==> src/rtl/bpi_cmd_seq.sv <==
// BPI command sequencer: pops FIFO commands, drives the control FSM qualifiers, owns the
// transfer word counter and the no-progress watchdog. Define BPI_CMD_STATS_EN for CMD_CNT/RD_WORDS.
module bpi_cmd_seq #(
  parameter int               CNT_W   = 12,
  parameter int               TMO_W   = 24,
  parameter logic [TMO_W-1:0] TMO_MAX = 24'hFFFFFF
) (
  input  logic        CLK,
  input  logic        RST,
  input  logic        ENABLE,
  input  logic [15:0] CMD_DATA,
  input  logic        CMD_VLD,
  output logic        CMD_RE,
  output logic        FSM_WRITE_N,
  output logic        FSM_READ_N,
  output logic        FSM_OTHER,
  output logic        FSM_READ_1,
  output logic        FSM_TWO_CYCLE,
  output logic        FSM_NOOP,
  output logic        FSM_TERM_CNT,
  input  logic        FSM_DECR,
  input  logic        FSM_NEXT,
  input  logic        FSM_SEQ_DONE,
  input  logic        CLR_ERR,
  output logic        SEQ_BUSY,
  output logic [4:0]  CUR_OP,
  output logic        ILL_OP,
  output logic        TMO_ERR,
  output logic [15:0] CMD_CNT,
  output logic [15:0] RD_WORDS
);

  localparam logic [4:0] OP_NOP   = 5'h00;
  localparam logic [4:0] OP_OTHER = 5'h01;
  localparam logic [4:0] OP_TWO   = 5'h02;
  localparam logic [4:0] OP_RD1   = 5'h03;
  localparam logic [4:0] OP_READ  = 5'h04;
  localparam logic [4:0] OP_WRITE = 5'h05;

  typedef enum logic [2:0] {
    S_IDLE   = 3'd0,
    S_FETCH  = 3'd1,
    S_ISSUE  = 3'd2,
    S_ACTIVE = 3'd3,
    S_DONE   = 3'd4,
    S_ERR    = 3'd5
  } state_t;

  typedef struct packed {
    logic write_n;
    logic read_n;
    logic other;
    logic read_1;
    logic two_cycle;
  } qual_t;

  localparam qual_t QUAL_NONE = '0;

  state_t           r_state;
  qual_t            r_qual;
  logic             r_cmd_re;
  logic             r_noop;
  logic             r_busy;
  logic [4:0]       r_cur_op;
  logic             r_ill_op;
  logic             r_tmo_err;
  logic [CNT_W-1:0] r_cnt;
  logic [TMO_W-1:0] r_wd;

  logic [CNT_W-1:0] w_cnt_load;
  logic [TMO_W-1:0] w_wd_inc;

  assign w_cnt_load = CNT_W'(CMD_DATA[15:5]) + CNT_W'(1);
  assign w_wd_inc   = r_wd + TMO_W'(1);

  // Handshake: CMD_VLD means CMD_DATA holds the FIFO head. CMD_RE is a one-cycle pop strobe
  // raised in FETCH; the head is captured on the same edge that pops it, so CMD_VLD is never
  // looked at again for that command.
  always_ff @(posedge CLK or posedge RST) begin
    if (RST) begin
      r_state   <= S_IDLE;
      r_qual    <= QUAL_NONE;
      r_cmd_re  <= 1'b0;
      r_noop    <= 1'b0;
      r_busy    <= 1'b0;
      r_cur_op  <= '0;
      r_ill_op  <= 1'b0;
      r_tmo_err <= 1'b0;
      r_cnt     <= '0;
      r_wd      <= '0;
    end else begin
      r_cmd_re <= 1'b0;
      if (CLR_ERR) begin
        r_ill_op  <= 1'b0;
        r_tmo_err <= 1'b0;
      end
      case (r_state)
        S_IDLE: begin
          if (ENABLE && CMD_VLD) begin
            r_state  <= S_FETCH;
            r_busy   <= 1'b1;
            r_cmd_re <= 1'b1;
          end
        end
        S_FETCH: begin
          r_cur_op <= CMD_DATA[4:0];
          r_cnt    <= w_cnt_load;
          r_state  <= S_ISSUE;
        end
        S_ISSUE: begin
          r_wd    <= '0;
          r_state <= S_ACTIVE;
          case (r_cur_op)
            OP_OTHER: r_qual <= '{write_n: 1'b0, read_n: 1'b0, other: 1'b1, read_1: 1'b0, two_cycle: 1'b0};
            OP_TWO:   r_qual <= '{write_n: 1'b0, read_n: 1'b0, other: 1'b1, read_1: 1'b0, two_cycle: 1'b1};
            OP_RD1:   r_qual <= '{write_n: 1'b0, read_n: 1'b0, other: 1'b1, read_1: 1'b1, two_cycle: 1'b0};
            OP_READ:  r_qual <= '{write_n: 1'b0, read_n: 1'b1, other: 1'b0, read_1: 1'b0, two_cycle: 1'b0};
            OP_WRITE: r_qual <= '{write_n: 1'b1, read_n: 1'b0, other: 1'b0, read_1: 1'b0, two_cycle: 1'b0};
            OP_NOP: begin
              r_state <= S_IDLE;
              r_busy  <= 1'b0;
            end
            default: begin
              r_ill_op <= 1'b1;
              r_state  <= S_IDLE;
              r_busy   <= 1'b0;
            end
          endcase
        end
        S_ACTIVE: begin
          if (FSM_DECR && (r_cnt != '0)) begin
            r_cnt <= r_cnt - CNT_W'(1);
          end
          // Sequence completion wins over a watchdog expiry landing in the same cycle.
          if (FSM_SEQ_DONE) begin
            r_qual  <= QUAL_NONE;
            r_noop  <= 1'b1;
            r_state <= S_DONE;
          end else if (FSM_DECR || FSM_NEXT) begin
            r_wd <= '0;
          end else if (w_wd_inc == TMO_MAX) begin
            r_wd      <= w_wd_inc;
            r_qual    <= QUAL_NONE;
            r_tmo_err <= 1'b1;
            r_state   <= S_ERR;
          end else begin
            r_wd <= w_wd_inc;
          end
        end
        S_DONE: begin
          if (!FSM_SEQ_DONE) begin
            r_noop  <= 1'b0;
            r_state <= S_IDLE;
            r_busy  <= 1'b0;
          end
        end
        S_ERR: begin
          if (CLR_ERR) begin
            r_state <= S_IDLE;
            r_busy  <= 1'b0;
          end
        end
        default: begin
          r_state <= S_IDLE;
          r_qual  <= QUAL_NONE;
          r_noop  <= 1'b0;
          r_busy  <= 1'b0;
        end
      endcase
    end
  end

  // Qualifiers are all-zero outside READ_N/WRITE_N, which masks the unused counter of other ops.
  assign FSM_TERM_CNT  = (r_cnt == '0) && (r_qual.write_n || r_qual.read_n);

  assign CMD_RE        = r_cmd_re;
  assign FSM_WRITE_N   = r_qual.write_n;
  assign FSM_READ_N    = r_qual.read_n;
  assign FSM_OTHER     = r_qual.other;
  assign FSM_READ_1    = r_qual.read_1;
  assign FSM_TWO_CYCLE = r_qual.two_cycle;
  assign FSM_NOOP      = r_noop;
  assign SEQ_BUSY      = r_busy;
  assign CUR_OP        = r_cur_op;
  assign ILL_OP        = r_ill_op;
  assign TMO_ERR       = r_tmo_err;

`ifdef BPI_CMD_STATS_EN
  logic [15:0] r_cmd_cnt;
  logic [15:0] r_rd_words;

  always_ff @(posedge CLK or posedge RST) begin
    if (RST) begin
      r_cmd_cnt  <= '0;
      r_rd_words <= '0;
    end else if (CLR_ERR) begin
      r_cmd_cnt  <= '0;
      r_rd_words <= '0;
    end else begin
      if ((r_state == S_DONE) && !FSM_SEQ_DONE) begin
        r_cmd_cnt <= r_cmd_cnt + 16'd1;
      end
      if (FSM_DECR && r_qual.read_n) begin
        r_rd_words <= r_rd_words + 16'd1;
      end
    end
  end

  assign CMD_CNT  = r_cmd_cnt;
  assign RD_WORDS = r_rd_words;
`else
  assign CMD_CNT  = '0;
  assign RD_WORDS = '0;
`endif

endmodule

==> config.mk <==
export PLATFORM = sky130hd
export DESIGN_NAME = bpi_cmd_seq
export DESIGN_NICKNAME = d
export VERILOG_FILES = /design/src/rtl/bpi_cmd_seq.sv
export SDC_FILE = /design/constraint.sdc
export NUM_CORES = 1
export LEC_CHECK = 0
export ABC_AREA = 1
export ABC_CLOCK_PERIOD_IN_PS = 2200
export CORE_AREA = 2 2 106 108
export CTS_BUF_LIST = sky130_fd_sc_hd__clkbuf_2
export CTS_CLUSTER_SIZE = 16
export DETAILED_ROUTE_END_ITERATION = 16
export DIE_AREA = 0 0 108 110
export GPL_TIMING_DRIVEN = 0
export PLACE_DENSITY = 0.6
export SLEW_MARGIN = 5
export SYNTH_ARGS = -nofsm -noshare
export SYNTH_HDL_FRONTEND = slang
export SYNTH_SLANG_ARGS = --single-unit
==> constraint.sdc <==
create_clock -name CLK -period 2.2 [get_ports CLK]
set_input_delay 0.44 -clock CLK [delete_from_list [all_inputs] [get_ports CLK]]
set_output_delay 0.44 -clock CLK [all_outputs]
set_load 0.02 [all_outputs]
Yosys cells after proc, flatten, opt, wreduce, memory -nomap -nowiden
Cells that the tools add are included.

storage, ports and cells
  bits in registers = 54
  input bits = 24
  output and inout bits = 48
  word-level logic and storage cells = 98

operators by class
  $add $sub $neg = 3
  equal/unequal tests = 21
  muxes and demuxes = 35
  bitwise operators = 3
  reduce and logical (&&, ||, !) cells = 22

operators with widths
  kind                                                  number
  2-to-1 mux 24 bit                                     2
  one-hot mux 24 bit (2 select lines)                   1
  one-hot mux 5 bit (5 select lines)                    1
  adder 24 x 1 -> 24 bit (second input constant)        1
  equality test 24 bit (second input constant)          1
  one-hot mux 12 bit (2 select lines)                   1
  2-to-1 mux 3 bit                                      6
  one-hot mux 3 bit (6 select lines)                    1
  2-to-1 mux 1 bit                                      15
  2-to-1 mux 5 bit                                      3
  one-hot mux 5 bit (3 select lines)                    1
  != test 2 bit (second input constant)                 7
  adder 11 x 1 -> 12 bit (second input constant)        1
  zero test 12 bit                                      1
  2-to-1 mux 12 bit                                     1
  nonzero test 12 bit                                   1
  subtractor 12 x 1 -> 12 bit (second input constant)   1
  equality test 5 x 2 -> 1 bit (second input constant)  2
  equality test 5 x 3 -> 1 bit (second input constant)  2
  AND reduction 5 bit                                   2
  OR reduction 4 bit                                    2
  equality test 3 x 2 -> 1 bit (second input constant)  2
  equality test 3 bit (second input constant)           2
  != test 3 bit (second input constant)                 2
  18 further kinds                                      25

Longest topological paths before layout
Gate-level depths: netlist of run 1.

  depth in word-level cells = 6
  gate-level depth with buffers = 16
  gate-level depth less buffers = 16

Least setup slack after synthesis of run 1
OpenSTA, ideal clock, no wires.

  kind = reg-to-output
  start point = reg r_cnt[0]
  end point = out FSM_TERM_CNT
  data arrival time = 1.610 ns
  setup slack = 0.150 ns
  stages on the path, launching flop included = 7
  path through = dfrtp_1 -> inv_1 -> ha_1 -> nand3_1 -> nor2_1 -> nand2_1 -> nor4_1

between the ends
  word-level cells in the longest chain between the ends = 2

RTL lines
  item                    line  text
  from (decl)             67    logic [CNT_W-1:0] r_cnt;
  from (signal assigned)  107   r_cnt <= w_cnt_load;
  from (signal assigned)  132   r_cnt <= r_cnt - CNT_W'(1);
  zero test 12 bit        174   assign FSM_TERM_CNT = (r_cnt == '0) && (r_qual.write_n || r_qual.read_n);
  logical AND 1 bit       174
  to (decl)               20    output logic FSM_TERM_CNT,

Every way passes these cells.

Final worst setup path of run 1
  start point = reg r_cnt[1]
  end point = out FSM_TERM_CNT

The elaborated chain is that of the path after synthesis.

==> summary.txt, run 1 <==
Synth
  – Ys flop type: dfrtp_1
  – Synth Cell Area: 3670 um2
  – Number of synthesized flops with an enable pin: 0
  – Netlist cell types: 30
  – Synth top cells by count: 135 x nand2_1, 65 x nor2_1, 63 x inv_1, 54 x dfrtp_1, 41 x nand3_1
  – Most numerous cell in the Yosys netlist: nand2_1
  – Largest cells by area after synthesis: dfrtp_1 37%, nand2_1 14%, nor2_1 6.6%
  – Ys async rst share: 1.00
  – Post-Syn Area per Cell: 6.91 um2
  – Cells after synthesis: 531
  – Yosys top cell area share: 0.368
  – Yosys warning total: 0
  – Cell taking the most area after synthesis: dfrtp_1
  – Seq/Total Area, Yosys: 0.368
  – Largest family of logic cells by synthesized area: simple AND/OR/NAND/NOR gates
  – Simple logic cell fraction of the synthesized area: 0.340
  – Synth Area in XOR/XNOR: 0.0191
  – Flops & latches, synth: 54
  – Post-synthesis mux area share: 0.00307
  – Compound-Gate Fraction of Synth Area: 0.116
  – Adder-cell share of the synthesized area: 0.0136

Setup path
  – Crit path largest cell delay: 0.47 ns
  – WP data required: 1.76 ns
  – Top cell family by delay on the critical path: flip-flops
  – CP Capture Type: output pin
  – WP buf/inv: 2
  – Critical path launch point type: flip-flop
  – Critical path's slowest cell: dfrtp_1
  – Critical Path, Cell by Cell: inv_2, ha_4, nand3_4, nor2_4, nand2_2, nor4_2, buf_4
  – Reg2Reg Depth: 16
  – Crit path DAT: 1.73 ns
  – Setup Crit Path Kind: flip-flop to output pin
  – CP max FO: 2
  – Worst path depth: 7

Drt
  – Wire per inst: 12.2 um
  – Post-route ant nets: 0
  – DRT iter0 DRCs: 222
  – DRC Markers: 0
  – Via density per instance: 4.63
  – Number of detailed-route iterations in the first pass: 4
  – Number of vias in the routed layout: 3,557
  – Detailed Route WL: 9360 um

Placed design
  – Placed cells: 742
  – Post-DP HPWL: 6840 um
  – Port Buf Inserts: 39
  – Post-DP Area: 4370 um2
  – GPL Wtd Cong: 0.851
  – Pre-CTS setup slack: -0.543 ns

Floorplan
  – # rows: 38
  – Core area: 10,700 um2
  – Die ar.: 11,900 um2
  – I/O pins: 72
  – Die Wd: 108 um
  – Starting Density: 0.343
  – Die Span Y: 110 um

CTS
  – H-tree levels: 2
  – Buffer depth of the longest clock path: 2
  – CTS clock-pin slew for the worst setup and hold paths: 0.29 ns
  – Clk_lat worst skew: 0.44 ns
  – Post-CTS Hold Buffers: 0
  – CTS tree: yes
  – CTS Buf Count: 5
  – Clock sinks: 54
  – Clk Tree Root Cell: clkbuf_2

Worst hold path
  – Hold crit path type: input pin to async pin

Timing
  – Final Slew Violations: 0
  – WHS: 0.339 ns
  – RSZ-0062 raised after global routing: yes
  – Upper clock frequency limit: 460 MHz
  – Final min period: 2.17 ns
  – Slew @ Worst Pin: 0.605 ns
  – Final Hold Vio Count: 0
  – Final Skew: 0.0205 ns
  – Setup violators final: 0
  – Slew Limit Headroom: 0.596
  – Post-route setup TNS: 0 ns
  – Final worst slack: 0.0253 ns
  – Period utilization: 0.988

GRT
  – Gr ovfl total: 0
  – Initial antenna violation count: 0
  – Largest net degree at the start of global routing: 29
  – Global-route wire length before repair: 15,200 um
  – GRT Util Overall: 0.159
  – Vias in the first global route: 3,291

Pwr
  – Seq pwr share: 0.364
  – P_sw: 1.75 mW
  – PwrDens: 836 nW/um2
  – Peak supply drop: 531 uV
  – Clock network fraction of design power: 0.132
  – Internal power: 2.19 mW
  – Overall power: 3.94 mW
  – Static Leakage: 2.15 nW
  – Combinational fraction of design power: 0.504
  – Switching Fraction: 0.443

Layout
  – Antenna cells: 0
  – Fin area: 4710 um2
  – Share of layout cells above drive strength 1: 0.189
  – P&R area growth vs syn: 28.2%
  – Fin cells: 768
  – Final core utilization: 0.440
  – Nets: 655

Run status
  – Outcome: finished clean

Job
  – Maxcap violations: 0
## path summary, 6_finish.rpt
kind | from | to | slack (ns)
worst max-delay path | r_cnt[1]$_DFFE_PP0P_ | FSM_TERM_CNT | 0.03
worst min-delay path | RST | r_wd[12]$_DFFE_PP0P_ | 0.34
worst max register to register | r_wd[1]$_DFFE_PP0P_ | FSM_WRITE_N$_DFFE_PP0P_ | 0.05
worst min register to register | FSM_NOOP$_DFFE_PP0P_ | FSM_NOOP$_DFFE_PP0P_ | 0.53
max in group asynchronous | RST | FSM_OTHER$_DFFE_PP0P_ | 1.30
min in group CLK | CMD_DATA[2] | CUR_OP[2]$_DFFE_PP0P_ | 0.52
## sequential cells by signal, summed over array words and instances (netlist names)
| signal | count |
|---|---|
| FSM_READ_1 | 1 |
| CMD_RE | 1 |
| FSM_TWO_CYCLE | 1 |
| FSM_WRITE_N | 1 |
| TMO_ERR | 1 |
| CUR_OP | 5 |
| FSM_NOOP | 1 |
| r_state | 3 |
| FSM_READ_N | 1 |
| r_wd | 24 |
| SEQ_BUSY | 1 |
| r_cnt | 12 |
| ILL_OP | 1 |
| FSM_OTHER | 1 |
## routing by layer
layer / vias up / GRT usage / part of all wire
met4: 0 / 0.0375 / 0.013
met3: 14 / 0.0265 / 0.038
li1: 1849 / - / -
met5: - / 0 / 0
met1: 1616 / 0.213 / 0.46
met2: 78 / 0.270 / 0.48
## layout make-up
type	count	area, um2
fillers	1119	5990
multi-input cells	405	2060
flip-flops and latches	54	1350
repair buffers	58	543
plain buffers	40	277
inverters	63	236
well taps	140	175
clock inverters	3	40.0
clock buffers	5	25.0
## placed cells by master, fill, tap and decap left out, types with 6 or more instances in the layout
cell type          n
nand2_2           17
clkdlybuf4s50_1   38
o22ai_1           17
a21oi_1           14
xor2_1             6
nor2_1            55
dfrtp_1           54
nand4_1            7
nand2_1          127
nor2_2            12
nand3_1           39
conb_1            32
o21ai_0           37
nor2_4            10
inv_1             60
buf_4             51
## cell families (layout without fill, tap and decap cells)
logic type               count (synthesis)  after routing
other                                    1             32
flip-flops                              54             54
AND/OR/NAND/NOR                        283            283
XOR/XNOR                                 8              8
adder cells (fa/ha/maj)                  4              4
AO/OA/AOI/OAI                           77             77
multiplexers                             1              1
buffers and inverters                  103            169
## power groups by stage
stage / clock [mW] / combinational (mW) / sequential, mW
floorplan: 0 / 1.09 / 1.54
global placement: 0 / 1.75 / 1.44
detailed placement: 0 / 1.78 / 1.45
CTS: 0.542 / 1.93 / 1.43
global route: 0.579 / 2.20 / 1.46
finish: 0.522 / 1.98 / 1.43
## what timing repair did
item / CTS / global route
setup buffers: 8 / 10
endpoints found under the setup margin: 20 / 41
gates resized for setup: 17 / 31
pin swaps: 3 / 15
Power figures use the tool's default switching activity.
==> run 2: changes to the inputs <==
- ABC_AREA: 1 -> not set
- CAP_MARGIN: not set -> 0
- RECOVER_POWER: not set -> 50
==> run 2 against run 1 <==
Effect of this change:
- the run now ends with negative setup slack left
- setup slack got worse by 0.21 ns
- maximum frequency decreased by 8.9%
- synthesized cell count decreased by 16%
- sequential share of layout area decreased by 0.99 points
- largest cell class unchanged
- area after synthesis increased by 0.44%
==> summary.txt, run 2 <==
Run status
  – Outcome: finished with violations
  – Failing checks: negative setup slack

Layout
  – Max reg flops: 24
  – Nets: 576
  – Largest register by flop count: r_wd
  – Final core utilization: 0.458
  – Most frequent cells in the layout: 58 x buf_4, 53 x o21ai_0, 49 x dfrtp_1, 40 x nand2_1, 37 x clkdlybuf4s50_1
  – Register area: 1360 um2
  – Fill cells: 1,049
  – Most common cell after layout, fill and taps aside: buf_4
  – Antenna cells: 0
  – P&R area growth vs syn: 32.8%
  – Fin cells: 689
  – Multi-input gate area: 2300 um2
  – Share of layout cells above drive strength 1: 0.239

CTS
  – H-tree levels: 2
  – CTS tree: yes
  – Clock sinks: 54
  – Buffer depth of the longest clock path: 2
  – CTS Buf Count: 5
  – Clk Tree Root Cell: clkbuf_2
  – Clk_lat worst skew: 0.47 ns
  – Post-CTS Hold Buffers: 0
  – CTS clock-pin slew for the worst setup and hold paths: 0.32 ns

Placed design
  – Port Buf Inserts: 39
  – Placed cells: 656
  – GPL Wtd Cong: 0.906
  – Post-DP HPWL: 6770 um

Setup path
  – WP buf/inv: 2
  – Crit path largest cell delay: 0.47 ns
  – Critical Path, Cell by Cell: inv_2, ha_4, nor4b_4, nand3_2, nor3_2, buf_4
  – Critical path launch point type: flip-flop
  – Critical path's slowest cell: dfrtp_1
  – CP Capture Type: output pin
  – Crit path DAT: 1.95 ns
  – Setup Crit Path Kind: flip-flop to output pin
  – Top cell family by delay on the critical path: simple AND/OR/NAND/NOR gates
  – WP data required: 1.76 ns
  – CP max FO: 5

Synth
  – Most numerous cell in the Yosys netlist: o21ai_0
  – Largest cells by area after synthesis: dfrtp_1 37%, o21ai_0 7.7%, buf_4 6.7%
  – Synth Cell Area: 3690 um2
  – Netlist cell types: 62
  – Ys flop type: dfrtp_1
  – Number of synthesized flops with an enable pin: 0
  – Flops & latches, synth: 54
  – Synth top cells by count: 57 x o21ai_0, 54 x dfrtp_1, 41 x nand2_1, 34 x nor2_1, 33 x buf_4
  – Yosys top cell area share: 0.366
  – Yosys warning total: 0
  – Ys async rst share: 1.00
  – Cell taking the most area after synthesis: dfrtp_1
  – Cells after synthesis: 445
  – Seq/Total Area, Yosys: 0.366
  – Post-Syn Area per Cell: 8.29 um2

Timing
  – Period utilization: 1.09
  – WHS: 0.471 ns
  – Final Slew Violations: 0
  – Final worst slack: -0.187 ns
  – Slew @ Worst Pin: 0.922 ns
  – RSZ-0062 raised after global routing: yes
  – Final Hold Vio Count: 0
  – Final Skew: 0.0271 ns
  – Post-route setup TNS: -0.187 ns
  – Slew Limit Headroom: 0.385
  – Setup violators final: 1
  – Upper clock frequency limit: 419 MHz
  – Final min period: 2.39 ns

GRT
  – GRT Util Overall: 0.163
  – Vias in the first global route: 3,331
  – Gr ovfl total: 0
  – Initial antenna violation count: 0
  – Largest net degree at the start of global routing: 37
  – Global-route wire length before repair: 15,700 um

Pwr
  – Peak supply drop: 435 uV
  – Static Leakage: 2.10 nW
  – PwrDens: 782 nW/um2

Drt
  – Detailed Route WL: 10,100 um
  – DRC Markers: 0
  – Number of vias in the routed layout: 3,716
  – Number of detailed-route iterations in the first pass: 5
  – Wire per inst: 14.6 um
  – Post-route ant nets: 0
  – Via density per instance: 5.39
  – DRT iter0 DRCs: 213

Floorplan
  – Core area: 10,700 um2
  – Die ar.: 11,900 um2
  – Die Span Y: 110 um
  – Die Wd: 108 um
  – I/O pins: 72
  – Starting Density: 0.345
  – # rows: 38

Worst hold path
  – Hold crit path type: input pin to async pin

Job
  – Maxcap violations: 0
## run 2: metal layers
metal	track usage	share of wire	vias up
met5	0	0	-
met4	0.0458	0.018	0
met3	0.0212	0.052	21
met2	0.279	0.49	118
met1	0.217	0.44	1792
li1	-	-	1785
## run 2: per-stage QoR
stage          total power, mW  instance area [um2]  setup WS (ns)
2_1_floorplan             2.52                 3820        0.00467
3_3_place_gp              3.05                 4380         -0.710
3_5_place_dp              3.08                 4400         -0.703
4_1_cts                   3.68                 4610         -0.174
5_1_grt                   4.10                 4900         -0.306
6_report                  3.83                 4900         -0.187
## run 2: final timing paths
kind / startpoint / to / slack [ns] / cells past startpoint
max: r_cnt[0]$_DFFE_PP0P_ / FSM_TERM_CNT / -0.19 / 6
min: RST / r_cnt[10]$_DFFE_PP0P_ / 0.47 / 2
max reg2reg: r_wd[0]$_DFFE_PP0P_ / FSM_TWO_CYCLE$_DFFE_PP0P_ / 0.01 / 8
min reg2reg: r_wd[23]$_DFFE_PP0P_ / r_wd[23]$_DFFE_PP0P_ / 0.51 / 1
max in group asynchronous: RST / r_wd[11]$_DFFE_PP0P_ / 0.29 / 3
min in group CLK: r_wd[23]$_DFFE_PP0P_ / r_wd[23]$_DFFE_PP0P_ / 0.51 / 1
## run 2: report_power, final
group	switching, mW	internal [mW]	total [mW]
logic	1.01	0.866	1.88
clock network	0.361	0.0792	0.441
registers	0.281	1.23	1.51
total	1.66	2.17	3.83
## run 2: cell families after synthesis
kind of cell,Yosys count,synth area share
other cells,1,0.00102
buf+inv,65,0.101
mux,5,0.0153
compound gates,139,0.231
xor+xnor,11,0.0261
flops,54,0.366
simple gates,166,0.245
fa+ha+maj,4,0.0136
## run 2: what timing repair did
item | in CTS | in global routing
setup buffers | 10 | 16
gates cloned | 1 | 1
resized for setup | 29 | 52
pin swaps | 8 | 13
endpoints found under the setup margin | 42 | 39
## run 2: final cells by class
cell class,instances,area share
clock inverter,3,0.00409
sequential,54,0.277
buffer,52,0.0741
clock buffer,5,0.00511
inverter,10,0.00766
multi-input combinational,357,0.469
tap,140,0.0358
timing repair buffer,68,0.127
==> run 3: changes to the inputs <==
- ABC_CLOCK_PERIOD_IN_PS: 2200 -> 2800
- clock period: 2.2 -> 2.8 ns (I/O delays scaled with it)
==> run 3 against run 2 <==
Effect of this change:
- the run now ends clean
- non-clock buffer count decreased by 22
- sequential power decreased by 22%
- total power decreased by 25%
- clock skew increased by 0.024 ns
- register-to-register slack improved by 0.29 ns
- via count decreased by 5.5%
- sequential share of layout area increased by 2.3 points
- first-iteration DRC count increased by 18%
- cell count decreased by 3.3%
- global-route usage decreased by 0.56 points
==> summary.txt, run 3 (same netlist as run 2, synthesis figures left out) <==
Run status
  – Outcome: finished clean

Pwr
  – Static Leakage: 1.89 nW
  – PwrDens: 639 nW/um2
  – Peak supply drop: 287 uV

Placed design
  – Post-DP HPWL: 6930 um
  – Port Buf Inserts: 39
  – GPL Wtd Cong: 0.871
  – Pre-CTS setup slack: -0.199 ns

Setup path
  – Setup Crit Path Kind: flip-flop to output pin
  – Critical path launch point type: flip-flop
  – Crit path DAT: 2.10 ns
  – CP Capture Type: output pin
  – WP data required: 2.24 ns
  – CP max FO: 5

Layout
  – Most frequent cells in the layout: 57 x o21ai_0, 54 x dfrtp_1, 41 x nand2_1, 36 x buf_4, 36 x clkdlybuf4s50_1
  – Most common cell after layout, fill and taps aside: o21ai_0
  – Max reg flops: 24
  – Nets: 554
  – Final core utilization: 0.420
  – Largest register by flop count: r_wd
  – P&R area growth vs syn: 21.9%
  – Antenna cells: 0
  – Share of layout cells above drive strength 1: 0.139

Timing
  – Slew @ Worst Pin: 1.01 ns
  – RSZ-0062 raised after global routing: no
  – Final Skew: 0.0511 ns
  – Period utilization: 0.952
  – Final Slew Violations: 0
  – Slew Limit Headroom: 0.327
  – Final min period: 2.66 ns
  – Final worst slack: 0.135 ns
  – Upper clock frequency limit: 375 MHz
  – Final Hold Vio Count: 0
  – Setup violators final: 0

Drt
  – Number of vias in the routed layout: 3,513
  – DRT iter0 DRCs: 251
  – Number of detailed-route iterations in the first pass: 4
  – Via density per instance: 5.27
  – Wire per inst: 14.0 um
  – Post-route ant nets: 0
  – Detailed Route WL: 9290 um
  – DRC Markers: 0

CTS
  – Buffer depth of the longest clock path: 2
  – CTS Buf Count: 5
  – Clk Tree Root Cell: clkbuf_2
  – CTS clock-pin slew for the worst setup and hold paths: 0.31 ns
  – H-tree levels: 2
  – Clock sinks: 54
  – Clk_lat worst skew: 0.45 ns
  – CTS tree: yes

GRT
  – Initial antenna violation count: 0
  – Gr ovfl total: 0
  – Vias in the first global route: 3,240
  – Global-route wire length before repair: 15,200 um
  – GRT Util Overall: 0.157
  – Largest net degree at the start of global routing: 30

Worst hold path
  – Hold crit path type: flip-flop to flip-flop

Floorplan
  – Die ar.: 11,900 um2
  – Die Span Y: 110 um
  – Starting Density: 0.345
  – # rows: 38
  – I/O pins: 72
  – Core area: 10,700 um2
  – Die Wd: 108 um

Job
  – Maxcap violations: 0
[run 3: cell types whose count changed in the layout (fill, tap and decap cells not counted), sizes merged]
| cell | delta |
|---|---|
| clkinvlp | -1 |
| clkdlybuf4s15 | +1 |
| clkdlybuf4s50 | -1 |
| buf | -27 |
| inv | -1 |
| clkbuf | +4 |
| dlygate4sd3 | +1 |
| bufinv | +1 |
[run 3: area by class of cell]
type                       count  area, um2
fill                        1110       6200
multi-input combinational    357       2110
sequential                    54       1350
timing repair buffer          43        419
buffer                        55        337
tap                          140        175
clock inverter                 2       38.8
inverter                      10       37.5
clock buffer                   5       25.0
[run 3: per-stage QoR]
stage               cell area [um2]  hold WS [ns]  instances  power [mW]  setup TNS, ns
floorplan                      3800         0.439        476        1.97              0
global placement               4370         0.457        655        2.39          -9.82
detailed placement             4390         0.468        656        2.42         -0.199
CTS                            4490         0.428        666        2.88              0
global route                   4500         0.534        666        3.09              0
finish                         4500         0.516        666        2.87              0
[run 3: final timing paths]
check                      cells past startpoint                  from  slack [ns]                         to
max                                            6  r_cnt[1]$_DFFE_PP0P_        0.14               FSM_TERM_CNT
min                                            2  r_wd[18]$_DFFE_PP0P_        0.52       r_wd[18]$_DFFE_PP0P_
max reg2reg                                    8   r_wd[0]$_DFFE_PP0P_        0.30  FSM_TWO_CYCLE$_DFFE_PP0P_
min reg2reg                                    2  r_wd[18]$_DFFE_PP0P_        0.52       r_wd[18]$_DFFE_PP0P_
max in group asynchronous                      3                   RST        0.78     FSM_READ_1$_DFFE_PP0P_
min in group asynchronous                      2                   RST        0.71       r_cnt[4]$_DFFE_PP0P_
[run 3: power breakdown]
| part | internal, mW | leakage [nW] | switching [mW] |
|---|---|---|---|
| sequential | 0.964 | 0.710 | 0.215 |
| clock | 0.148 | 0.0390 | 0.255 |
| combinational | 0.565 | 1.14 | 0.725 |
| total | 1.68 | 1.89 | 1.19 |
[run 3: per-layer routing]
metal,share of wire,routed length [um],global-route usage,vias up
li1,-,-,-,1742
met1,0.46,4300,0.205,1696
met2,0.49,4520,0.278,71
met3,0.044,413,0.0218,4
met4,0.0058,54,0.0366,0
met5,0,0,0,-
[run 3: worst max-delay path, stage by stage (launching register included)]
cell and delay (ns):
dfrtp_1 0.46, inv_1 0.06, ha_2 0.21, nor4b_4 0.26, nand3_2 0.16, nor3_2 0.21, clkdlybuf4s15_2 0.28
[run 3: timing repair]
item	in CTS	in global routing
hold buffers	0	0
pin swaps	0	0
gates resized for setup	6	4
endpoints found under the setup margin	1	2
buffers inserted	3	0
